<file path="src/rtl/cache_controller_assoc_if.sv">
// Handshake bundle between the associative cache controller and its
// CPU, tag/data arrays and main memory; slave = controller side.
interface cache_controller_assoc_if #(
    parameter int WAYS  = 2,
    parameter int SETS  = 256,
    parameter int WORDS = 4
);
    logic                     rd;
    logic                     wr;
    logic [$clog2(SETS)-1:0]  index;
    logic [WAYS-1:0]          way_hit;
    logic [WAYS-1:0]          way_valid;
    logic [WAYS-1:0]          way_dirty;
    logic                     cache_err;
    logic                     mem_err;
    logic                     mem_stall;
    logic [WAYS-1:0]          way_en;
    logic                     comp;
    logic                     cache_write;
    logic                     valid_in;
    logic [$clog2(WORDS)-1:0] word_sel;
    logic                     tag_sel;
    logic                     mem_rd;
    logic                     mem_wr;
    logic [$clog2(WORDS)-1:0] mem_word;
    logic                     done;
    logic                     hit;
    logic                     stall;
    logic                     err;

    modport master (
        output rd, wr, index, way_hit, way_valid, way_dirty,
        output cache_err, mem_err, mem_stall,
        input  way_en, comp, cache_write, valid_in, word_sel,
        input  tag_sel, mem_rd, mem_wr, mem_word,
        input  done, hit, stall, err
    );

    modport slave (
        input  rd, wr, index, way_hit, way_valid, way_dirty,
        input  cache_err, mem_err, mem_stall,
        output way_en, comp, cache_write, valid_in, word_sel,
        output tag_sel, mem_rd, mem_wr, mem_word,
        output done, hit, stall, err
    );
endinterface

</file>
<file path="src/rtl/cache_controller_assoc.sv">
// N-way set-associative cache controller: hit check, victim choice,
// pipelined dirty write-back, fixed-latency refill, replay, error abort.
// Ports: clk, rst (async, active-high), bus (slave side of
// cache_controller_assoc_if: CPU req/resp, array status/control, memory).
module cache_controller_assoc #(
    parameter int WAYS        = 2,
    parameter int SETS        = 256,
    parameter int WORDS       = 4,
    parameter int MEM_LATENCY = 2
) (
    input logic                     clk,
    input logic                     rst,
    cache_controller_assoc_if.slave bus
);
    localparam int PW = (WAYS > 1) ? $clog2(WAYS) : 1;
    localparam int WW = $clog2(WORDS);
    localparam int LW = MEM_LATENCY;
    localparam logic [WW-1:0] LAST = WW'(WORDS - 1);

    localparam logic [2:0] IDLE      = 3'd0;
    localparam logic [2:0] HIT_DONE  = 3'd1;
    localparam logic [2:0] WB        = 3'd2;
    localparam logic [2:0] REFILL    = 3'd3;
    localparam logic [2:0] FILL_WAIT = 3'd4;
    localparam logic [2:0] INSTALL   = 3'd5;
    localparam logic [2:0] DONE      = 3'd6;

    logic [2:0]      state;
    logic [2:0]      state_nxt;
    logic [WW-1:0]   k;
    logic [PW-1:0]   vic;
    logic [PW-1:0]   vic_sel;
    logic [WAYS-1:0] vic_oh;
    logic            err_q;
    logic [PW-1:0]   rr_ptr [SETS];
    logic [LW-1:0]   pv;
    logic [WW-1:0]   pw [LW];
    logic            req;
    logic            conflict;
    logic            any_hit;
    logic            all_valid;
    logic            vic_dirty;
    logic            fault;
    logic            accept;
    logic            last_k;
    logic            head_v;
    logic            push;
    logic [WW-1:0]   head_w;

    // IDLE outputs are held off while reset is asserted
    assign req       = (bus.rd | bus.wr) & ~rst;
    assign conflict  = bus.rd & bus.wr;
    assign any_hit   = |(bus.way_hit & bus.way_valid);
    assign fault     = bus.cache_err | bus.mem_err;
    assign accept    = ~bus.mem_stall;
    assign last_k    = (k == LAST);
    assign head_v    = pv[LW-1];
    assign head_w    = pw[LW-1];
    assign push      = (state == REFILL) & accept;
    assign vic_dirty = bus.way_valid[vic_sel] & bus.way_dirty[vic_sel];

    // lowest invalid way wins; descending scan lets low ways override
    always_comb begin
        vic_sel   = rr_ptr[bus.index];
        all_valid = 1'b1;
        for (int w = WAYS - 1; w >= 0; w--) begin
            if (!bus.way_valid[w]) begin
                vic_sel   = PW'(w);
                all_valid = 1'b0;
            end
        end
    end

    always_comb begin
        vic_oh = '0;
        for (int w = 0; w < WAYS; w++) begin
            vic_oh[w] = (vic == PW'(w));
        end
    end

    always_comb begin
        state_nxt = state;
        unique case (state)
            IDLE: begin
                if (req) begin
                    if (conflict)     state_nxt = DONE;
                    else if (any_hit) state_nxt = HIT_DONE;
                    else if (vic_dirty) state_nxt = WB;
                    else              state_nxt = REFILL;
                end
            end
            HIT_DONE:  state_nxt = IDLE;
            WB:        if (accept && last_k) state_nxt = REFILL;
            REFILL:    if (accept && last_k) state_nxt = FILL_WAIT;
            FILL_WAIT: if (head_v && head_w == LAST) state_nxt = INSTALL;
            INSTALL:   state_nxt = DONE;
            DONE:      state_nxt = IDLE;
            default:   state_nxt = IDLE;
        endcase
        if (state != IDLE && state != DONE && fault) state_nxt = DONE;
    end

    always_ff @(posedge clk or posedge rst) begin
        if (rst) begin
            state <= IDLE;
            k     <= '0;
            vic   <= '0;
            err_q <= 1'b0;
            pv    <= '0;
        end else begin
            state <= state_nxt;
            if (state == IDLE) begin
                k   <= '0;
                vic <= vic_sel;
            end else if ((state == WB || state == REFILL) && accept) begin
                k <= k + 1'b1;
            end
            if (state == DONE)
                err_q <= 1'b0;
            else if (state != IDLE && fault)
                err_q <= 1'b1;
            else if (state == IDLE && req && conflict)
                err_q <= 1'b1;
            // return pipe: flushed while reporting completion
            if (state == DONE) begin
                pv <= '0;
            end else begin
                for (int i = LW - 1; i > 0; i--) pv[i] <= pv[i-1];
                pv[0] <= push;
            end
        end
    end

    always_ff @(posedge clk) begin
        for (int i = LW - 1; i > 0; i--) pw[i] <= pw[i-1];
        pw[0] <= k;
    end

    always_ff @(posedge clk or posedge rst) begin
        if (rst) begin
            for (int s = 0; s < SETS; s++) rr_ptr[s] <= '0;
        end else if (WAYS > 1 && state == IDLE && req && !conflict
                     && !any_hit && all_valid) begin
            rr_ptr[bus.index] <= rr_ptr[bus.index] + 1'b1;
        end
    end

    always_comb begin
        bus.way_en      = '0;
        bus.comp        = 1'b0;
        bus.cache_write = 1'b0;
        bus.valid_in    = 1'b0;
        bus.word_sel    = '0;
        bus.tag_sel     = 1'b0;
        bus.mem_rd      = 1'b0;
        bus.mem_wr      = 1'b0;
        bus.mem_word    = '0;
        bus.done        = 1'b0;
        bus.hit         = 1'b0;
        bus.stall       = 1'b0;
        bus.err         = 1'b0;
        unique case (state)
            IDLE: begin
                bus.way_en      = {WAYS{req}};
                bus.comp        = req;
                bus.cache_write = bus.wr & ~rst;
            end
            HIT_DONE: begin
                bus.done = 1'b1;
                bus.hit  = 1'b1;
            end
            WB: begin
                bus.stall    = 1'b1;
                bus.way_en   = vic_oh;
                bus.word_sel = k;
                bus.tag_sel  = 1'b1;
                bus.mem_wr   = 1'b1;
                bus.mem_word = k;
            end
            REFILL, FILL_WAIT: begin
                bus.stall = 1'b1;
                if (state == REFILL) begin
                    bus.mem_rd   = 1'b1;
                    bus.mem_word = k;
                end
                if (head_v) begin
                    bus.way_en      = vic_oh;
                    bus.cache_write = 1'b1;
                    bus.valid_in    = 1'b1;
                    bus.word_sel    = head_w;
                end
            end
            INSTALL: begin
                bus.stall       = 1'b1;
                bus.way_en      = vic_oh;
                bus.comp        = 1'b1;
                bus.cache_write = bus.wr;
            end
            DONE: begin
                bus.done = 1'b1;
                bus.err  = err_q;
            end
            default: ;
        endcase
    end
endmodule

</file>
<file path="src/flat_wrapper.sv">
// flat-port wrapper written by rule: the top's interface ports become plain ports
module cache_controller_assoc_flat 
#(
    parameter int WAYS        = 2,
    parameter int SETS        = 256,
    parameter int WORDS       = 4,
    parameter int MEM_LATENCY = 2
)
  (clk, rst, bus_rd, bus_wr, bus_index, bus_way_hit, bus_way_valid, bus_way_dirty, bus_cache_err, bus_mem_err, bus_mem_stall, bus_way_en, bus_comp, bus_cache_write, bus_valid_in, bus_word_sel, bus_tag_sel, bus_mem_rd, bus_mem_wr, bus_mem_word, bus_done, bus_hit, bus_stall, bus_err);
  cache_controller_assoc_if #(.WAYS(WAYS), .SETS(SETS), .WORDS(WORDS)) bus_i ();
  input logic clk;
  input logic rst;
  input wire logic [$bits(bus_i.rd)-1:0] bus_rd;
  input wire logic [$bits(bus_i.wr)-1:0] bus_wr;
  input wire logic [$bits(bus_i.index)-1:0] bus_index;
  input wire logic [$bits(bus_i.way_hit)-1:0] bus_way_hit;
  input wire logic [$bits(bus_i.way_valid)-1:0] bus_way_valid;
  input wire logic [$bits(bus_i.way_dirty)-1:0] bus_way_dirty;
  input wire logic [$bits(bus_i.cache_err)-1:0] bus_cache_err;
  input wire logic [$bits(bus_i.mem_err)-1:0] bus_mem_err;
  input wire logic [$bits(bus_i.mem_stall)-1:0] bus_mem_stall;
  output wire logic [$bits(bus_i.way_en)-1:0] bus_way_en;
  output wire logic [$bits(bus_i.comp)-1:0] bus_comp;
  output wire logic [$bits(bus_i.cache_write)-1:0] bus_cache_write;
  output wire logic [$bits(bus_i.valid_in)-1:0] bus_valid_in;
  output wire logic [$bits(bus_i.word_sel)-1:0] bus_word_sel;
  output wire logic [$bits(bus_i.tag_sel)-1:0] bus_tag_sel;
  output wire logic [$bits(bus_i.mem_rd)-1:0] bus_mem_rd;
  output wire logic [$bits(bus_i.mem_wr)-1:0] bus_mem_wr;
  output wire logic [$bits(bus_i.mem_word)-1:0] bus_mem_word;
  output wire logic [$bits(bus_i.done)-1:0] bus_done;
  output wire logic [$bits(bus_i.hit)-1:0] bus_hit;
  output wire logic [$bits(bus_i.stall)-1:0] bus_stall;
  output wire logic [$bits(bus_i.err)-1:0] bus_err;
  assign bus_i.rd = bus_rd;
  assign bus_i.wr = bus_wr;
  assign bus_i.index = bus_index;
  assign bus_i.way_hit = bus_way_hit;
  assign bus_i.way_valid = bus_way_valid;
  assign bus_i.way_dirty = bus_way_dirty;
  assign bus_i.cache_err = bus_cache_err;
  assign bus_i.mem_err = bus_mem_err;
  assign bus_i.mem_stall = bus_mem_stall;
  assign bus_way_en = bus_i.way_en;
  assign bus_comp = bus_i.comp;
  assign bus_cache_write = bus_i.cache_write;
  assign bus_valid_in = bus_i.valid_in;
  assign bus_word_sel = bus_i.word_sel;
  assign bus_tag_sel = bus_i.tag_sel;
  assign bus_mem_rd = bus_i.mem_rd;
  assign bus_mem_wr = bus_i.mem_wr;
  assign bus_mem_word = bus_i.mem_word;
  assign bus_done = bus_i.done;
  assign bus_hit = bus_i.hit;
  assign bus_stall = bus_i.stall;
  assign bus_err = bus_i.err;
  cache_controller_assoc #(.WAYS(WAYS), .SETS(SETS), .WORDS(WORDS), .MEM_LATENCY(MEM_LATENCY)) u_core (.clk(clk), .rst(rst), .bus(bus_i));
endmodule
</file>
<file path="config.mk">
export PLATFORM = sky130hd
export DESIGN_NAME = cache_controller_assoc_flat
export DESIGN_NICKNAME = d
export VERILOG_FILES = /design/src/rtl/cache_controller_assoc_if.sv /design/src/rtl/cache_controller_assoc.sv /design/src/flat_wrapper.sv
export SDC_FILE = /design/constraint.sdc
export NUM_CORES = 1
export LEC_CHECK = 0
export CAP_MARGIN = 5
export CORE_MARGIN = 4
export CORE_UTILIZATION = 60
export CTS_CLUSTER_DIAMETER = 40
export DETAILED_ROUTE_END_ITERATION = 8
export PLACE_DENSITY = 0.85
export SLEW_MARGIN = 15
export SYNTH_ARGS = -nofsm -noshare
export SYNTH_HDL_FRONTEND = slang
export SYNTH_SLANG_ARGS = --single-unit
</file>
<file path="constraint.sdc">
create_clock -name clk -period 24.5 [get_ports clk]
set_clock_uncertainty 0.15 [all_clocks]
set_input_delay 6.125 -clock clk [delete_from_list [all_inputs] [get_ports clk]]
set_output_delay 6.125 -clock clk [all_outputs]
set_load 0.005 [all_outputs]
</file>
==> flow_summary.toml <==
[outcome]
status = "finished clean"

[sta]
slew_headroom_pct = 16.4
finalCriticalPeriod_ns = 14.56
fmax_ghz = 0.0687
rsz0062_at_grt = "no"
period_share_pct = 59.4
setup_viol_count_final = 0
drv_slew = 0
finalSetupTns_ns = 0
hold_viol = 0
tightest_slew_ns = 1.25
fin_hold_ws_ns = 0.175

[synth]
syn_nets = 1288
synth_top_family_by_area = "compound AO/OA/AOI/OAI gates"
synth.area.mux_share_pct = 10.9
synthXorXnorAreaFrac_pct = 0.196
seq_area_frac_synth_pct = 50.1
syn-cell-area_sq_um = 13400
synth_ff_type = "dfrtp_1"
synthArstFlopShare_pct = 98.5
avgSynthCellArea_sq_um = 10.6
synth_fa_ha_area_share_pct = 0.280
synth-compound-area-share_pct = 25.1
synth-simple-area-share_pct = 8.04
synth_warnings = 0
yosys.cell_types.count = 53
ys_ff_latch = 269
synth_edf_count = 0
syn-instance-count = 1264

[clocking]
postCtsHoldBufs = 0
cts_made_buffers = 35
cts_setup_buffers = 0
tritoncts = "yes"
cts_resized = 0
insertion_delay_ns = 0.51
root_buffer = "clkbuf_16"
clock_path_buffers = 3
clock_sinks = 269
clk_pin_slew_ns = 0.06
htreeDepth = 2

[final_layout]
layout.nets = 1245
layout_common_cells = "265 x dfrtp_1, 243 x o21ai_0, 174 x o31ai_1"
fillCellCount = 1524
syn_to_final_growth_pct = 10.5
final_common_cell = "dfrtp_1"
drive_above_1_share_pct = 14.2
final_core_util_pct = 67.6
diodes = 0

[placed_design]
io_buffers = 36
place_hpwl_um = 20000
place.gp.congestion = 0.881

[setup_path]
cp_slowest_stage_delay_ns = 0.66
cp_max_fo = 129
critPathMostFrequentCell = "clkdlybuf4s50_1"
critPathLaunchType = "input port"
crit_chain = "clkdlybuf4s50_1 -> inv_8 -> a32oi_1 -> o21ai_0 -> clkdlybuf4s50_1"
crit_family = "buffers and inverters"
crit_arrival_ns = 8.29
crit_buf_inv = 3
end_kind = "output pin"
cp_slowest_cell = "inv_8"
required_ns = 18.23
crit_type = "in2out"

[power_and_ir_drop]
clkPwrFrac_pct = 47.3
ir_drop_v = 0.0000385
p_leak_nw = 6.02
sw_frac_of_total_pct = 25.6
p_comb_share_pct = 10.6
switchingPower_uw = 284
power_mw = 1.11
powerDensity_nw_per_um2 = 74.9
seqPwrFrac_pct = 42.1
p_int_uw = 825

[die]
die_x_um = 157
rows = 54
start_util_pct = 61.2
die_area_sq_um = 24800
ios = 37
fp.dieH_um = 157
core_sq_um = 21900

[global_routing]
grt_max_degree = 130
track_usage_pct = 29.5
grt_pass1_vias = 10589
globalRouteOverflowTotal = 0
grt_antenna_before_repair = 0
grt_pass1_wl_um = 57300

[detailed_routing]
wirelength_um = 36100
vias = 10735
ant_nets = 0
drt_pass1_iterations = 5
viasPerCell = 7.03
wl_per_cell_um = 23.7
post-route-drc-count = 0
drt_iter0_drc = 1422

[job]
drv_cap = 0

[min_path]
hold_path.class = "reg2reg"
[worst register-to-register path, cell delays in order, from the launching register on]
cell and delay (ns):
dfrtp_1 0.56, or3_1 0.55, nor4b_1 0.81, or3b_1 0.57, nor3b_4 1.04, nand2_1 0.24, nand2_1 0.17, o21ai_1 0.08
[cells in the mapped netlist, drive strengths merged, types with 2 or more instances]
master,count,area share [%]
nor2,32,0.90
a22oi,33,1.8
a21oi,19,0.71
nor2b,8,0.37
and3,3,0.14
and2,3,0.14
a31oi,2,0.093
o21ai,267,10
o22ai,3,0.14
ha,3,0.28
dfxtp,4,0.60
clkbuf,101,2.8
or3,2,0.093
or2,3,0.16
inv,8,0.22
o22a,2,0.13
nand3,11,0.41
nand2b,6,0.28
nor4,4,0.23
nor3b,2,0.19
dfrtp,265,50
xnor2,2,0.13
nand2,165,4.6
nor3,4,0.19
o31ai,194,12
buf,37,2.3
mux4,64,11
[registers in the layout, summed over array words and instances (netlist names)]
signal,flops
u_core.vic,1
u_core.state,3
u_core.pw,4
u_core.pv,2
u_core.rr_ptr,256
u_core.k,2
u_core.err_q,1
[layout make-up]
cell class | count | area, sq um | share of cell area (%)
clock buffers | 44 | 992 | 6.70
clock inverters | 19 | 205 | 1.39
inverters | 8 | 37.5 | 0.254
multi-input cells | 849 | 5980 | 40.4
flip-flops and latches | 269 | 6710 | 45.4
well taps | 280 | 350 | 2.37
repair buffers | 58 | 518 | 3.50
[routing by layer]
| layer | part of all wire (%) | up-vias | wire [um] | track usage, % |
|---|---|---|---|---|
| met5 | 0 | - | 0 | 0 |
| met4 | 3.8 | 0 | 1360 | 11.5 |
| met3 | 11 | 130 | 4120 | 7.42 |
| met2 | 46 | 649 | 16800 | 45.7 |
| met1 | 38 | 5301 | 13900 | 40.7 |
| li1 | - | 4655 | - | - |
[power by group through the flow]
stage	logic (mW)	registers [mW]	clock network [mW]
after floorplan	0.0817	0.467	0
after global placement	0.115	0.474	0
after detailed placement	0.117	0.475	0
after CTS	0.118	0.467	0.525
after global routing	0.133	0.469	0.546
final	0.118	0.467	0.524
[logic make-up after synthesis]
logic type	after synthesis
AO/OA/AOI/OAI	529
XOR/XNOR	3
adder cells (fa/ha/maj)	3
buffers and inverters	146
flip-flops	269
multiplexers	66
AND/OR/NAND/NOR	248
[through the flow]
stage                     cells  cell area [sq um]  setup slack, ns
after global placement     1464              13600             9.86
final                      1527              14800             9.94
after floorplan            1264              13400             5.76
after global routing       1527              14800             9.72
after detailed placement   1464              13600             9.85
after CTS                  1527              14800             9.85
[worst paths after layout]
| kind | start | to | slack (ns) | cells after the start |
|---|---|---|---|---|
| worst min register to register | u_core.pw[0][1]$_DFF_P_ | u_core.pw[0][3]$_DFF_P_ | 0.18 | 0 |
| min in group asynchronous | rst | u_core.rr_ptr[19]$_DFFE_PP0P_ | 6.14 | 2 |
| worst max register to register | u_core.state[0]$_DFFE_PP0P_ | u_core.rr_ptr[59]$_DFFE_PP0P_ | 20.18 | 7 |
| worst min-delay path | u_core.pw[0][1]$_DFF_P_ | u_core.pw[0][3]$_DFF_P_ | 0.18 | 0 |
| worst max-delay path | rst | bus_cache_write | 9.94 | 5 |
| max in group asynchronous | rst | u_core.rr_ptr[177]$_DFFE_PP0P_ | 15.79 | 4 |
Power figures use the tool's default switching activity.
